**src/rtl/signed_divider.sv**
```systemverilog
// Iterative signed divider: restoring division on magnitudes, one quotient bit per clock,
// with sign correction and b==0 / MIN÷-1 special results; valid/ready on both sides.
module signed_divider #(
  parameter int WIDTH = 32
) (
  input  logic                    clk,
  input  logic                    reset,
  input  logic                    in_valid,
  output logic                    in_ready,
  input  logic signed [WIDTH-1:0] a,
  input  logic signed [WIDTH-1:0] b,
  output logic                    out_valid,
  input  logic                    out_ready,
  output logic signed [WIDTH-1:0] q,
  output logic signed [WIDTH-1:0] r,
  output logic                    div_by_zero,
  output logic                    overflow
);

  localparam int CW = (WIDTH > 1) ? $clog2(WIDTH) : 1;
  localparam logic [WIDTH-1:0] MIN_VAL = {1'b1, {(WIDTH-1){1'b0}}};

  typedef enum logic [1:0] {IDLE, CALC, FIX, DONE} state_e;

  state_e           state_q, state_d;
  logic [WIDTH-1:0] a_q, a_d;      // raw operands kept for signs and special cases
  logic [WIDTH-1:0] b_q, b_d;
  logic [WIDTH-1:0] bmag_q, bmag_d;
  logic [WIDTH-1:0] dvd_q, dvd_d;  // dividend bits shift out, quotient bits shift in
  logic [WIDTH-1:0] rem_q, rem_d;
  logic [CW-1:0]    cnt_q, cnt_d;
  logic [WIDTH-1:0] q_q, q_d;
  logic [WIDTH-1:0] r_q, r_d;
  logic             dbz_q, dbz_d;
  logic             ovf_q, ovf_d;

  logic [WIDTH:0]   trial;
  logic [WIDTH-1:0] diff;
  logic             ge;
  logic [WIDTH-1:0] a_mag, b_mag, q_fix, r_fix;

  always_comb begin
    // NOTE: every always_comb output gets a default first so no path infers a latch.
    state_d = state_q;
    a_d     = a_q;
    b_d     = b_q;
    bmag_d  = bmag_q;
    dvd_d   = dvd_q;
    rem_d   = rem_q;
    cnt_d   = cnt_q;
    q_d     = q_q;
    r_d     = r_q;
    dbz_d   = dbz_q;
    ovf_d   = ovf_q;

    a_mag = a[WIDTH-1] ? -a : a;
    b_mag = b[WIDTH-1] ? -b : b;

    // The true difference is < |b| whenever taken, so WIDTH-bit wraparound is exact.
    trial = {rem_q, dvd_q[WIDTH-1]};
    ge    = trial >= {1'b0, bmag_q};
    diff  = trial[WIDTH-1:0] - bmag_q;

    q_fix = (a_q[WIDTH-1] ^ b_q[WIDTH-1]) ? -dvd_q : dvd_q;
    r_fix = a_q[WIDTH-1] ? -rem_q : rem_q;

    unique case (state_q)
      IDLE: begin
        if (in_valid) begin
          a_d     = a;
          b_d     = b;
          bmag_d  = b_mag;
          dvd_d   = a_mag;
          rem_d   = '0;
          cnt_d   = '0;
          state_d = CALC;
        end
      end
      CALC: begin
        rem_d = ge ? diff : trial[WIDTH-1:0];
        dvd_d = {dvd_q[WIDTH-2:0], ge};
        cnt_d = cnt_q + CW'(1);
        if (cnt_q == CW'(WIDTH-1)) state_d = FIX;
      end
      FIX: begin
        dbz_d = 1'b0;
        ovf_d = 1'b0;
        if (b_q == '0) begin
          q_d   = '1;
          r_d   = a_q;
          dbz_d = 1'b1;
        end else if (a_q == MIN_VAL && b_q == '1) begin
          q_d   = MIN_VAL;
          r_d   = '0;
          ovf_d = 1'b1;
        end else begin
          q_d = q_fix;
          r_d = r_fix;
        end
        state_d = DONE;
      end
      DONE: begin
        if (out_ready) state_d = IDLE;
      end
      default: state_d = IDLE;
    endcase
  end

  // NOTE: sequential state uses non-blocking assignments so every flop samples pre-edge values.
  always_ff @(posedge clk or negedge reset) begin
    if (!reset) begin
      state_q <= IDLE;
      a_q     <= '0;
      b_q     <= '0;
      bmag_q  <= '0;
      dvd_q   <= '0;
      rem_q   <= '0;
      cnt_q   <= '0;
      q_q     <= '0;
      r_q     <= '0;
      dbz_q   <= 1'b0;
      ovf_q   <= 1'b0;
    end else begin
      state_q <= state_d;
      a_q     <= a_d;
      b_q     <= b_d;
      bmag_q  <= bmag_d;
      dvd_q   <= dvd_d;
      rem_q   <= rem_d;
      cnt_q   <= cnt_d;
      q_q     <= q_d;
      r_q     <= r_d;
      dbz_q   <= dbz_d;
      ovf_q   <= ovf_d;
    end
  end

  assign in_ready    = (state_q == IDLE);
  assign out_valid   = (state_q == DONE);
  assign q           = q_q;
  assign r           = r_q;
  assign div_by_zero = dbz_q;
  assign overflow    = ovf_q;

endmodule

```
**config.mk**
```make
export PLATFORM = sky130hd
export DESIGN_NAME = signed_divider
export DESIGN_NICKNAME = d
export VERILOG_FILES = /design/src/rtl/signed_divider.sv
export SDC_FILE = /design/constraint.sdc
export NUM_CORES = 1
export LEC_CHECK = 0
export ABC_AREA = 1
export BUFFER_PORTS_ARGS = -buffer_cell sky130_fd_sc_hd__buf_2
export CORE_ASPECT_RATIO = 0.6
export CORE_MARGIN = 3
export CORE_UTILIZATION = 45
export CTS_CLUSTER_SIZE = 25
export DETAILED_ROUTE_END_ITERATION = 10
export HOLD_SLACK_MARGIN = 0.08
export PLACE_DENSITY_LB_ADDON = 0.15
export SLEW_MARGIN = 5
export SYNTH_ARGS = -nofsm -noshare
export SYNTH_HDL_FRONTEND = slang
export SYNTH_SLANG_ARGS = --single-unit
export TNS_END_PERCENT = 20
```
**constraint.sdc**
```tcl
create_clock -name clk -period 2.1 [get_ports clk]
set_input_delay 0.105 -clock clk [delete_from_list [all_inputs] [get_ports clk]]
set_output_delay 0.105 -clock clk [all_outputs]
set_load 0.02 [all_outputs]
```
# [Word level (Yosys, flattened, before mapping)]
# Cells that the tools add are included.
[op_classes] n_addsub=6 order_cmp=1 n_eq_ne=9 mux=22 n_bitwise=1 n_reduce_logical=7
[op_table] operator="two-way mux 32 bit" count=11
[op_table] operator="negator 32 bit" count=4
[op_table] operator="one-hot mux 32 bit (2 select lines)" count=2
[op_table] operator="equality test 32 bit, second input constant" count=2
[op_table] operator=">= comparator 33 x 32 -> 1 bit" count=1
[op_table] operator="logical NOT 32 bit" count=1
[op_table] operator="subtractor 32 bit" count=1
[op_table] operator="one-hot mux 5 bit (2 select lines)" count=1
[op_table] operator="one-hot mux 2 bit (4 select lines)" count=1
[op_table] operator="two-way mux 2 bit" count=3
[op_table] operator="adder 5 x 1 -> 5 bit, second input constant" count=1
[op_table] operator="equality test 5 bit, second input constant" count=1
[op_table] operator="two-way mux 5 bit" count=1
[op_table] operator="equality test 2 bit, second input constant" count=2
[op_table] operator="!= test 2 bit, second input constant" count=2
[op_table] operator="AND reduction 2 bit" count=2
[op_table] operator="two-way mux 1 bit" count=3
[op_table] operator="AND reduction 3 bit" count=1
[op_table] operator="equality test 2 x 1 -> 1 bit, second input constant" count=1
[op_table] operator="logical NOT 2 bit" count=1
[op_table] operator="!= test 2 x 1 -> 1 bit, second input constant" count=1
[op_table] operator="nonzero test 2 bit" count=1
[op_table] operator="logical AND 1 bit" count=1
[op_table] operator="XOR 1 bit" count=1
[word_totals] register_bits=233 input_bits=68 out_inout_bits=68 elab_cells=57

# [Depth between registers and ports, before layout]
# Gate-level depths: netlist of the first run.
[logic_depth] depth_word=4 mapped_depth=16 ltp_nobuf=16

# [Worst setup path before layout of the first run]
# No wires, ideal clock.
[synth_timing] path_kind="flip-flop to flip-flop" start="register dvd_q[31]" end="register rem_q[28]" setup_time_ns=0.116 t_arrival_ns=1.856 required_time_ns=1.984 path_slack_ns=0.128 path_stages_with_launch=17 n_path_buf=0 synth_period_minus_slack_ns=1.972 cell_sequence="dfrtp_1 inv_1 ha_1 inv_1 fa_1 nand2_1 nand2_1 nand3_1 nand2_1 nand2_1 nand2_1 nand2_1 nand2_1 nand2_1 nand3_2 nand2_1 nand2_1"
[synth_between] elab_chain_cells=3 word_cells_on_any_way=4 classes_between="1 x add/sub; 1 x order compare; 2 x mux"
[synth_rtl] element="from (decl)" line_no="29" rtl="logic [WIDTH-1:0] dvd_q, dvd_d;"
[synth_rtl] element="from (signal assigned)" line_no="128" rtl="dvd_q <= dvd_d;"
[synth_rtl] element="subtractor 32 bit / >= comparator 33 x 32 -> 1 bit (equally long branches)" line_no="62, 61"
[synth_rtl] element="two-way mux 32 bit (*)" line_no="80" rtl="rem_d = ge ? diff : trial[WIDTH-1:0];"
[synth_rtl] element="one-hot mux 32 bit (2 select lines) (*)" line_no="67" rtl="unique case (state_q)"
[synth_rtl] element="to (signal assigned)" line_no="129" rtl="rem_q <= rem_d;"
[synth_rtl] element="to (decl)" line_no="30" rtl="logic [WIDTH-1:0] rem_q, rem_d;"
# Mark *: on every way between the ends. The rest lies on a longest branch, timed or not.
# A chain may end at the register's enable or synchronous reset.

# [Final worst setup path of the first run]
[layout_timing] start="register rem_q[3]" end="register rem_q[30]"
[layout_between] elab_chain_cells=3 word_cells_on_any_way=4 classes_between="1 x add/sub; 1 x order compare; 2 x mux"
[layout_rtl] element="subtractor 32 bit / >= comparator 33 x 32 -> 1 bit (equally long branches)" line_no="62, 61"
[layout_rtl] element="two-way mux 32 bit (*)" line_no="80"
[layout_rtl] element="one-hot mux 32 bit (2 select lines) (*)" line_no="67"
# Marked as above.

==> results.md, run 1 <==
Pwr:
- Summed over all cells, the static leakage comes to 11.5 nW.
- The power density over the cells is 1890 nW/µm².
- IR analysis of the VDD net gives a maximum drop of 1.11 mV.

Detailed routing:
- The ratio of routed vias to standard cells is 5.40.
- In the final routed layout, each cell accounts on average for 19.3 µm.
- After detailed routing, the total wire length is 65200 µm.
- The DRC violation count after routing is 0.
- After the first detailed-routing iteration, the DRC count stood at 2153.
- The first TritonRoute pass finished after 6 iterations.
- The total via count after detailed routing is 18.2k.
- The number of nets still failing antenna checks after routing is 0.

Layout:
- In the final design database the tool counted 3003 nets.
- The final antenna diode count is 0.
- The final instance count without filler cells is 3376.
- Once layout is complete, the utilization of the core stands at 0.637.
- Of the cells placed in the final design, the portion with a size suffix greater than 1 is 0.260.
- The commonest non-fill, non-tap cell in the layout is sky130_fd_sc_hd__nand2_1.
- Compared with the post-synthesis result, the final layout area differs by 38.7%.
- Leaving out fill and tap cells, the most frequent cells in the layout are sky130_fd_sc_hd__nand2_1, sky130_fd_sc_hd__inv_1, sky130_fd_sc_hd__buf_4.

Die:
- 136 I/O pins were placed.
- The site row count is 53.
- From left edge to right edge, the die measures 250 µm.
- The total area inside the core boundary comes to 35100 µm².
- The die area is 38200 µm².
- The die span in y is 153 µm.
- The starting density of the core is 0.459.

Worst setup path:
- The critical path startpoint category is a flop.
- The setup path with the least slack is of type flop to flop.
- The sort of element at the end of the critical path is a flop.
- The peak fanout along the critical path is 8.
- STA puts the critical path data required time at 2.53 ns.
- The arrival time at the worst endpoint is 2.66 ns.

Synth:
- The post-synthesis cell type count is 50.
- The post-synth net total is 2557.
- For this run, asynchronously set or reset flops after synthesis account for 1.00.
- The number of enable-type register cells in the synthesized netlist is 0.
- The sequential share of the synthesized area is 0.360.
- The mapped cell area is 16100 µm².
- In the synthesized netlist the dominant register cell turns out to be sky130_fd_sc_hd__dfrtp_1.
- Each instance of the synthesized netlist takes up on average 6.60 µm².
- The Yosys warning count is 0.
- Synthesis produced a netlist whose cell count is 2446.
- In this run, synthesis produced a sequential element count of 232.

Timing:
- Timing would allow up to 448 MHz.
- In the post-route analysis, the smallest setup slack over all paths is -0.131 ns.
- Setup repair after global routing could not meet its margin everywhere.
- The final worst hold slack is 0.127 ns.
- The count of pins over their slew limit is 0.
- The setup-violating endpoint count in the final report is 34.
- The share of the cycle needed by the critical path after routing is 1.06.
- The transition time at the pin with the least slew margin is 0.904 ns.
- The number of hold violations in the final report is 0.
- The clock skew is 0.0352 ns.
- The post-layout minimum cycle time is 2.23 ns.
- In this run the tightest slew margin relative to its limit is 0.396.
- The setup TNS after final layout is -2.67 ns.

CTS:
- After clock tree synthesis, the clock-pin slew on the worst setup and hold paths is 0.06 ns.
- The clock latency on the worst-skew pair is 0.57 ns.
- The maximum level of the CTS H-tree is 1.
- The buffer depth of the longest clock path is 3.
- The number of clock buffers added by TritonCTS is 25.
- The sink count of the clock tree is 232.
- The clock root buffer master is sky130_fd_sc_hd__clkbuf_16.
- The CTS tree is yes.

Global routing:
- Across every metal layer, demand over resource in global routing totals 0.330.
- The number of antenna violations at the first check in global routing is 2.
- The number of global-route vias before repair is 16.7k.
- The maximum number of pins on one net before global-route repair is 75.
- The wire length of the first global-routing pass is 98100 µm.
- The overall overflow remaining after global route is 0.

Placement:
- Once placement completed, the tool counted placed cells totaling 3210.
- The quantity of I/O buffers inserted on ports is 135.
- Routability-driven placement finished with a final weighted congestion of 1.02.
- The estimated wirelength of the detail-placed design is 48400 µm.

Hold path:
- The class of the worst hold path is input port to asynchronous set/reset pin.

Outcome:
- The checks that failed: setup timing.
- The run finished, with violations left.

Flow run:
- The total of max-cap violations is 0.
## worst paths after layout
kind	start	endpoint	slack, ns	cells after the start
max	rem_q[3]	rem_q[30]	-0.13	17
max in group asynchronous	reset	bmag_q[12]	1.15	3
min reg2reg	a_q[26]	a_q[26]	0.49	2
min	reset	dvd_q[22]	0.13	2
min in group clk	b[1]	bmag_q[1]	0.14	6
max reg2reg	rem_q[3]	rem_q[30]	-0.13	17
## cell families (layout without fill, tap and decap cells)
| kind of cell | count (synthesis) | in the layout | share of synthesized area |
|---|---|---|---|
| adder cells (fa/ha/maj) | 43 | 43 | 0.0338 |
| XOR/XNOR | 62 | 62 | 0.0337 |
| AND/OR/NAND/NOR | 1377 | 1381 | 0.364 |
| flip-flops | 232 | 232 | 0.360 |
| AO/OA/AOI/OAI | 305 | 305 | 0.105 |
| buffers and inverters | 427 | 886 | 0.103 |
## power breakdown
part,internal (mW),switching (mW)
registers,6.65,1.74
clock network,2.57,2.01
logic,12.0,17.4
total,21.2,21.2
## metrics by stage
stage | worst slack, ns | cell area (µm²) | power [mW]
2_1_floorplan | 0.128 | 16100 | 22.1
3_3_place_gp | -0.271 | 18900 | 31.4
3_5_place_dp | -0.345 | 18900 | 31.7
4_1_cts | -0.148 | 21600 | 39.6
5_1_grt | -0.203 | 22400 | 45.3
6_report | -0.131 | 22400 | 42.4
## state kept, by name, summed over array words and instances (netlist names)
name	flops
a_q	32
b_q	32
bmag_q	31
cnt_q	5
div_by_zero	1
dvd_q	32
overflow	1
q	32
r	32
rem_q	32
state_q	2
## what timing repair did
item                                    in CTS  in global routing
endpoints found under the setup margin      81                100
gates cloned                                 8                  1
buffers inserted                            18                 25
hold endpoints to repair                   336                  0
resized for setup                          172                149
pin swaps                                   44                 51
hold buffers                                72                  0
## layout make-up
type | instances | area [µm²]
Fill cell | 3192 | 12800
Multi-Input combinational cell | 1791 | 9900
Sequential cell | 232 | 5810
Timing Repair Buffer | 490 | 3900
Inverter | 352 | 1350
Clock buffer | 34 | 729
Tap cell | 467 | 584
Clock inverter | 10 | 101
## synthesized netlist by cell type, types with 22 or more instances
library cell	number	share of area
sky130_fd_sc_hd__inv_1	340	0.079
sky130_fd_sc_hd__a21oi_1	80	0.025
sky130_fd_sc_hd__nand4_1	32	0.012
sky130_fd_sc_hd__nor3_1	22	0.0068
sky130_fd_sc_hd__xor2_1	44	0.024
sky130_fd_sc_hd__nand2_1	805	0.19
sky130_fd_sc_hd__dfrtp_1	232	0.36
sky130_fd_sc_hd__nand3_1	223	0.069
sky130_fd_sc_hd__o21ai_0	157	0.049
sky130_fd_sc_hd__ha_1	42	0.033
sky130_fd_sc_hd__clkbuf_1	41	0.0095
sky130_fd_sc_hd__nor2_1	219	0.051
## worst max-delay path: stages (launching register included)
cell                      delay, ns
sky130_fd_sc_hd__dfrtp_1       0.43
sky130_fd_sc_hd__ha_4          0.28
sky130_fd_sc_hd__buf_6         0.13
sky130_fd_sc_hd__nand2_4       0.08
sky130_fd_sc_hd__inv_2         0.04
sky130_fd_sc_hd__nand2_2       0.06
sky130_fd_sc_hd__nand2_2       0.06
sky130_fd_sc_hd__nand2_2       0.07
sky130_fd_sc_hd__nand3_4       0.11
sky130_fd_sc_hd__nand2_4       0.10
sky130_fd_sc_hd__nand2_4       0.07
sky130_fd_sc_hd__nand2_8       0.14
sky130_fd_sc_hd__nand2_8       0.13
sky130_fd_sc_hd__buf_12        0.15
sky130_fd_sc_hd__nand2_8       0.08
sky130_fd_sc_hd__nand2_2       0.05
sky130_fd_sc_hd__nand2_1       0.06
sky130_fd_sc_hd__nand2_1       0.04
## layer usage
metal	routed length [µm]	track usage	up-vias
met4	1360	0.0686	2
met1	31300	0.531	8587
met5	162	0.0298	-
li1	-	-	8670
met2	24400	0.415	890
met3	7920	0.103	91
No activity file was read; power rests on OpenSTA's default activity.
==> run 2, diff against run 1 <==
Settings changed: CORE_MARGIN 3 to not set, PLACE_DENSITY set to 0.72, PLACE_DENSITY_LB_ADDON 0.15 to not set.
==> run 2 against run 1 <==
Net effect:
- the flow still finishes with violations (setup timing)
- combinational power decreased by 5%
- largest cell class unchanged
- critical path type unchanged
- first-iteration DRC count increased by 2.0%
- largest power group unchanged
- clock power increased by 3%
- hold slack got worse by 0.010 ns
==> results.md, run 2 (same netlist as run 1, synthesis figures left out) <==
Outcome:
- The run finished, with violations left.
- The final reports fail on setup timing.

Global routing:
- Summed over all layers, the global routing overflow is 0.
- In the global route stage, met1 resource usage came out at 0.535.
- Across every metal layer, demand over resource in global routing totals 0.341.
- After global routing, the most crowded layer is met1.
- The maximum number of pins on one net before global-route repair is 65.
- The met2 routing resource usage after global routing is 0.439.
- The number of global-route vias before repair is 17.0k.
- The wire length of the first global-routing pass is 96200 µm.
- For met3 alone, demand over resource in global routing was 0.109.
- The number of antenna violations at the first check in global routing was 3.

Die:
- The region available for standard cell placement spans 35100 µm².
- After floorplanning, the core was divided into 53 placement rows.
- The die area is 36600 µm².
- The starting density of the core is 0.459.
- From bottom edge to top edge, the die measures 149 µm.
- The I/O pin total is 136.
- The die span in x is 246 µm.

Pwr:
- The power density over the cells is 1890 nW/µm².
- Total power for the finished layout comes to 41.0 mW.
- The maximum resistive drop on vdd is 1.01 mV.
- The leakage component of the power is 11.2 nW.

Layout:
- In the layout the commonest cells are sky130_fd_sc_hd__nand2_1, sky130_fd_sc_hd__inv_1, sky130_fd_sc_hd__dfrtp_1.
- The net count reported at finish is 2965.
- The area growth from synthesis to layout is 34.2%.
- The share of post-route cells with drive strength above 1 is 0.218.
- The final cell utilization of the core is 0.616.
- The commonest non-fill, non-tap cell in the layout is sky130_fd_sc_hd__nand2_1.
- The count of fill cells added during filler insertion is 3158.

Detailed routing:
- After detailed routing, the number of remaining DRC violations is 0.
- In the final routed layout, each cell accounts on average for 18.7 µm.
- Using the TritonRoute via totals, the vias-per-cell ratio works out to 5.48.
- The detailed-router iteration count before antenna repair is 6.
- After detailed routing, the total wire length is 62600 µm.
- The total via count after detailed routing is 18.3k.
- The violation count after the first detailed-routing iteration is 2197.
- The number of nets still failing antenna checks after routing is 0.

Worst setup path:
- The critical path contains buffers and inverters numbering 3 combined.
- In this run the worst path has a maximum fanout of 4.
- The minimum setup slack among reg-to-reg paths is -0.21 ns.
- The largest stage delay on the critical path is 0.41 ns.
- The slowest stage of the critical path is the sky130_fd_sc_hd__dfrtp_1 cell.
- The required time at the worst-slack endpoint is 2.55 ns.
- Walking the worst path, the cells encountered are inv_2 > ha_4 > inv_2 > fa_2 > nand2_2 > nand2_2 > nand3_2 > nand2_2 > nand2_2 > nand2_2 > buf_4 > xnor2_4 > nand2_2 > nand3_1 > nand2_1.
- In this design, the largest share of critical-path delay is due to simple AND/OR/NAND/NOR gates.
- STA classifies the critical path startpoint as a flop.
- STA classifies the critical path endpoint as a flop.
- The type of the setup path with the least slack is flop to flop.
- The most prevalent standard cell on the critical path is sky130_fd_sc_hd__nand2_2.
- The arrival time at the worst endpoint is 2.77 ns.

Flow run:
- The total of max-cap violations is 0.

CTS:
- The buffer depth of the longest clock path is 3.
- The CTS tree is yes.
- At the later pin of the worst-skew pair, clock insertion delay measures 0.57 ns.
- The register clock-pin slew on the reported worst setup and hold paths is 0.06 ns.
- Clock tree synthesis inserted a total of 26 buffers.
- The maximum level of the CTS H-tree is 1.
- The clock root buffer master is sky130_fd_sc_hd__clkbuf_16.
- For this design, the sink count on the clock tree is 232.

Timing:
- Setup violations remaining at the end of the flow were counted as 34.
- The count of pins over their slew limit is 0.
- Based on the critical path, the design can be clocked at up to 432 MHz.
- Setup repair after global routing could not meet its margin everywhere.
- The clock skew is 0.0188 ns.
- The worst-case setup margin in the final layout is -0.214 ns.
- Final hold analysis gives a worst-case slack of 0.117 ns.
- The number of hold violations in the final report is 0.
- The post-layout minimum cycle time is 2.31 ns.
- The headroom to the max-slew limit is 0.539.
- The transition time at the pin with the least slew margin is 0.686 ns.
- In the finished design, the share of the clock period the worst path needs comes to 1.10.

Placement:
- The minimum setup slack after placement is -0.297 ns.
- The estimated wirelength of the detail-placed design is 47300 µm.
- Buffers placed on the I/O ports in this run total 135.
- At the end of routability-driven placement, the weighted congestion stood at 1.05.

Hold path:
- The class of the worst hold path is input port to flop.
run 2: cell types whose count changed in the layout (fill, tap and decap cells not counted), moves of 7 or more:
cell | previous run | this run
sky130_fd_sc_hd__nand2_1 | 722 | 760
sky130_fd_sc_hd__buf_4 | 247 | 213
sky130_fd_sc_hd__nand2_2 | 72 | 44
sky130_fd_sc_hd__inv_1 | 303 | 322
sky130_fd_sc_hd__inv_2 | 38 | 21
sky130_fd_sc_hd__buf_6 | 14 | 6
sky130_fd_sc_hd__ha_4 | 33 | 25
sky130_fd_sc_hd__nor2_4 | 23 | 15
sky130_fd_sc_hd__ha_1 | 8 | 15
sky130_fd_sc_hd__nand2_4 | 21 | 14
run 2: what timing repair did:
action / in CTS / in global routing
cloned: 5 / 3
hold buffers: 79 / 0
setup buffers: 12 / 2
endpoints found under the hold margin: 355 / 0
endpoints found under the setup margin: 75 / 94
pin swaps: 33 / 20
resized for setup: 131 / 65
run 2: report_power, final:
group	internal [mW]	switching [mW]	leakage (nW)	total, mW
registers	6.65	1.72	2.85	8.37
logic	11.2	16.6	7.93	27.9
clock network	2.67	2.04	0.416	4.71
total	20.5	20.4	11.2	41.0
run 2: worst reg2reg max path: cells and delay by family, from the launching register on:
| family | cells | cell delay, ns |
|---|---|---|
| and+or+nand+nor | 9 | 0.71 |
| buffers and inverters | 3 | 0.35 |
| DFF | 1 | 0.41 |
| xor gates and xnor gates | 1 | 0.17 |
| adders and majority gates | 2 | 0.57 |
run 2: layer usage:
layer | vias up | wire (µm)
li1 | 8583 | -
met1 | 8598 | 29200
met2 | 1035 | 23400
met3 | 88 | 8730
met4 | 0 | 1280
met5 | - | 0
run 2: final cells by class:
cell class	instances	area, µm²	area share
antenna	2	5.00	0.000231
clock buffer	38	776	0.0358
clock inverter	6	76.3	0.00352
inverter	352	1330	0.0615
multi-input combinational	1788	9470	0.437
sequential	232	5810	0.268
tap	467	584	0.0270
timing repair buffer	453	3590	0.166
timing repair inverter	1	7.51	0.000347
run 2: stage by stage:
step                      setup TNS [ns]  std cells  cell area (µm²)
after floorplan                        0       2446            16100
after global placement             -9.57       3192            18800
after detailed placement          -11.18       3192            18800
after CTS                          -2.62       3332            21400
after global routing               -8.41       3339            21700
final                              -4.75       3339            21700
run 2: worst paths after layout:
| kind | cells past startpoint | to | startpoint |
|---|---|---|---|
| max in group asynchronous | 4 | b_q[15] | reset |
| hold / removal | 5 | bmag_q[1] | b[0] |
| min in group asynchronous | 3 | r[22] | reset |
| hold reg to reg | 2 | div_by_zero | div_by_zero |
| setup reg to reg | 15 | rem_q[12] | dvd_q[31] |
| setup / recovery | 15 | rem_q[12] | dvd_q[31] |
==> run 3, diff against run 2 <==
Settings changed: CORE_ASPECT_RATIO 0.6 to 1.2, HOLD_SLACK_MARGIN 0.08 to not set.
==> run 3 against run 2 <==
Net effect:
- the run still ends with setup timing left
- combinational power fell by 3%
- global-route usage fell by 2.8 points
- cell count fell by 1.1%
- sequential share of layout area rose by 0.28 points
- critical endpoint is now rem_q[28]
- worst setup slack improved by 0.16 ns
- clock power rose by 7.6%
- clock skew fell by 0.0043 ns
- sequential power barely moved
- die area barely moved
- design area fell by 0.90%
- power fell by 1.1%
- largest cell class unchanged
==> results.md, run 3 (same netlist as run 1, synthesis figures left out) <==
Timing:
- In the finished design, the share of the clock period the worst path needs comes to 1.03.
- The setup-violating endpoint count in the final report is 13.
- At the pin with the least slew margin, the transition time is 0.729 ns.
- The post-layout minimum cycle time is 2.15 ns.
- Measured against its own limit, the worst slew margin works out to 0.512.
- After routing, the total negative slack on setup checks comes to -0.300 ns.
- The number of hold violations in the final report is 0.
- The count of pins over their slew limit came to 0.
- On the final layout, the worst clock skew is 0.0145 ns.
- Setup repair after global routing could not meet its margin everywhere.
- Hold is met by 0.0161 ns.
- The maximum achievable frequency is 464 MHz.
- Across all setup checks in the final design, the least slack found is -0.0537 ns.

Die:
- The die span in x is 175 µm.
- For this design the top-level I/O count stands at 136.
- The die span in y is 209 µm.
- The die covers 36600 µm².
- The core outline area is 35100 µm².
- For this configuration, the core starts out at a cell density of 0.460.
- The floorplan has 75 rows.

CTS:
- The tree is rooted in a sky130_fd_sc_hd__clkbuf_16.
- The CTS tree is yes.
- CTS built an H-tree with a depth of 1.
- The later pin in the worst-skew pair is clocked with a latency of 0.56 ns.
- The total CTS buffers is 27.
- The clock net in this run drives a total of 232 sinks.
- After clock tree synthesis, the clock-pin slew on the worst setup and hold paths is 0.06 ns.
- Counting along the longest clock path gives a buffer depth of 3.

Worst setup path:
- STA classifies the critical path startpoint as a flop.
- The arrival time at the worst endpoint is 2.61 ns.
- The critical path goes through ha_4 > nand2_1 > nor2_4 > nand3_1 > nand3b_1 > nand2_2 > nor2_4 > nand2_8 > clkbuf_16 > nand3_2 > nand2_2 > nand2_1.
- On the worst path, the slowest cell contributes a delay of 0.45 ns.
- At the worst endpoint, the required time is 2.55 ns.
- The slowest cell on the critical path is sky130_fd_sc_hd__dfrtp_1.
- The type of the setup path with the least slack is flop to flop.
- The peak fanout along the critical path is 8.
- The sort of element at the end of the critical path is a flop.
- The depth of the worst register-to-register path is 12.

Detailed routing:
- After detailed routing, the average wire length per cell comes to 17.7 µm.
- In the routed design, unresolved DRC markers number 0.
- In this run the remaining antenna-violating nets after routing total 0.
- The total via count after detailed routing is 17.9k.
- The wire length after detailed routing is 58300 µm.
- After detailed routing, the number of vias per cell comes to 5.43.
- After the first detailed-routing iteration, the DRC count stood at 1607.
- The detailed-router iteration count before antenna repair is 6.

Hold path:
- In this run the worst hold path is classified as input port to flop.
- The worst hold path passes through 4 cells.

Pwr:
- The power density over the cells is 1890 nW/µm².
- Summing internal, switching and leakage power gives 40.5 mW.
- Summed over all cells, the static leakage comes to 11.0 nW.
- The maximum resistive drop on vdd is 0.869 mV.

Layout:
- The commonest non-fill, non-tap cell in the layout is sky130_fd_sc_hd__nand2_1.
- The net count reported at finish is 2930.
- In the final layout, the share of cells above drive strength 1 is 0.234.
- From synthesis to final layout, the design area changed by 33.0%.
- In the layout the commonest cells are sky130_fd_sc_hd__nand2_1, sky130_fd_sc_hd__inv_1, sky130_fd_sc_hd__dfrtp_1.
- Once layout is complete, the utilization of the core stands at 0.611.
- The repair_antennas step left the layout with diodes totalling 0.
- The finished cells cover 21500 µm².

Outcome:
- The checks that failed: setup timing.
- The flow ran to the end, but the final reports show violations.

Flow run:
- The tool flagged a number of max-cap violations equal to 0.

Global routing:
- The number of antenna violations at the first check in global routing is 1.
- The wire length of the first global-routing pass is 90300 µm.
- The number of global-route vias before repair is 16.9k.
- Entering global routing, the biggest net connects 60 pins.
- Across every metal layer, demand over resource in global routing totals 0.313.
- The overall overflow remaining after global route is 0.

Placement:
- The estimated wirelength of the detail-placed design is 43800 µm.
- The final estimated routing congestion in global placement is 1.04.
- The placement-stage cell area is 18700 µm².
- The quantity of I/O buffers inserted on ports is 135.
==> run 3: cell count changes in the layout (fill, tap and decap cells not counted), sizes merged, moves of 2 or more <==
cell and change:
clkinv +6, bufinv +3, clkbuf -4, dlygate4sd3 -13
buf -23, diode -2
==> run 3: worst max-delay path, delay by kind of cell (launching register included) <==
kind	cells	cell delay [ns]
and+or+nand+nor	10	1.08
DFF	1	0.45
adders and majority gates	1	0.33
buffers and inverters	1	0.19
==> run 3: power by group <==
| part | switching (mW) | internal (mW) | total (mW) |
|---|---|---|---|
| clock network | 2.07 | 3.00 | 5.07 |
| logic | 16.1 | 10.9 | 27.1 |
| registers | 1.73 | 6.66 | 8.39 |
==> run 3: final cells by class <==
class | instances | area (µm²)
inverters | 352 | 1330
flip-flops and latches | 232 | 5820
well taps | 462 | 578
fillers | 3281 | 13600
clock inverters | 16 | 201
multi-input cells | 1788 | 9610
repair inverters | 1 | 7.51
clock buffers | 33 | 738
repair buffers | 417 | 3170
==> run 3: stage by stage <==
stage | std cells | worst slack, ns
final | 3301 | -0.0537
after global routing | 3301 | -0.132
after CTS | 3283 | -0.0514
after detailed placement | 3166 | -0.281
after global placement | 3166 | -0.236
after floorplan | 2446 | 0.128
==> run 3: routing by layer <==
metal / vias to the layer above / global-route usage / wire (µm) / share of wire
li1: 8520 / - / - / -
met1: 8407 / 0.427 / 24300 / 0.42
met2: 806 / 0.499 / 26300 / 0.45
met3: 174 / 0.0399 / 4870 / 0.083
met4: 2 / 0.137 / 2890 / 0.050
met5: - / 0 / 10 / 0.00017
==> run 3: worst paths after layout <==
kind,from,to,slack [ns]
min,out_ready,state_q[0],0.02
min in group asynchronous,reset,dvd_q[13],0.06
max in group asynchronous,reset,a_q[30],1.33
max,rem_q[5],rem_q[28],-0.05
max reg2reg,rem_q[5],rem_q[28],-0.05
min reg2reg,a_q[21],a_q[21],0.49
==> run 3: repair_timing <==
item,in CTS,in global routing
setup endpoints to repair,68,103
resized for setup,59,197
pin swaps,2,73
gates cloned,1,4
hold endpoints to repair,338,0
buffers inserted,3,16
hold buffers,64,0
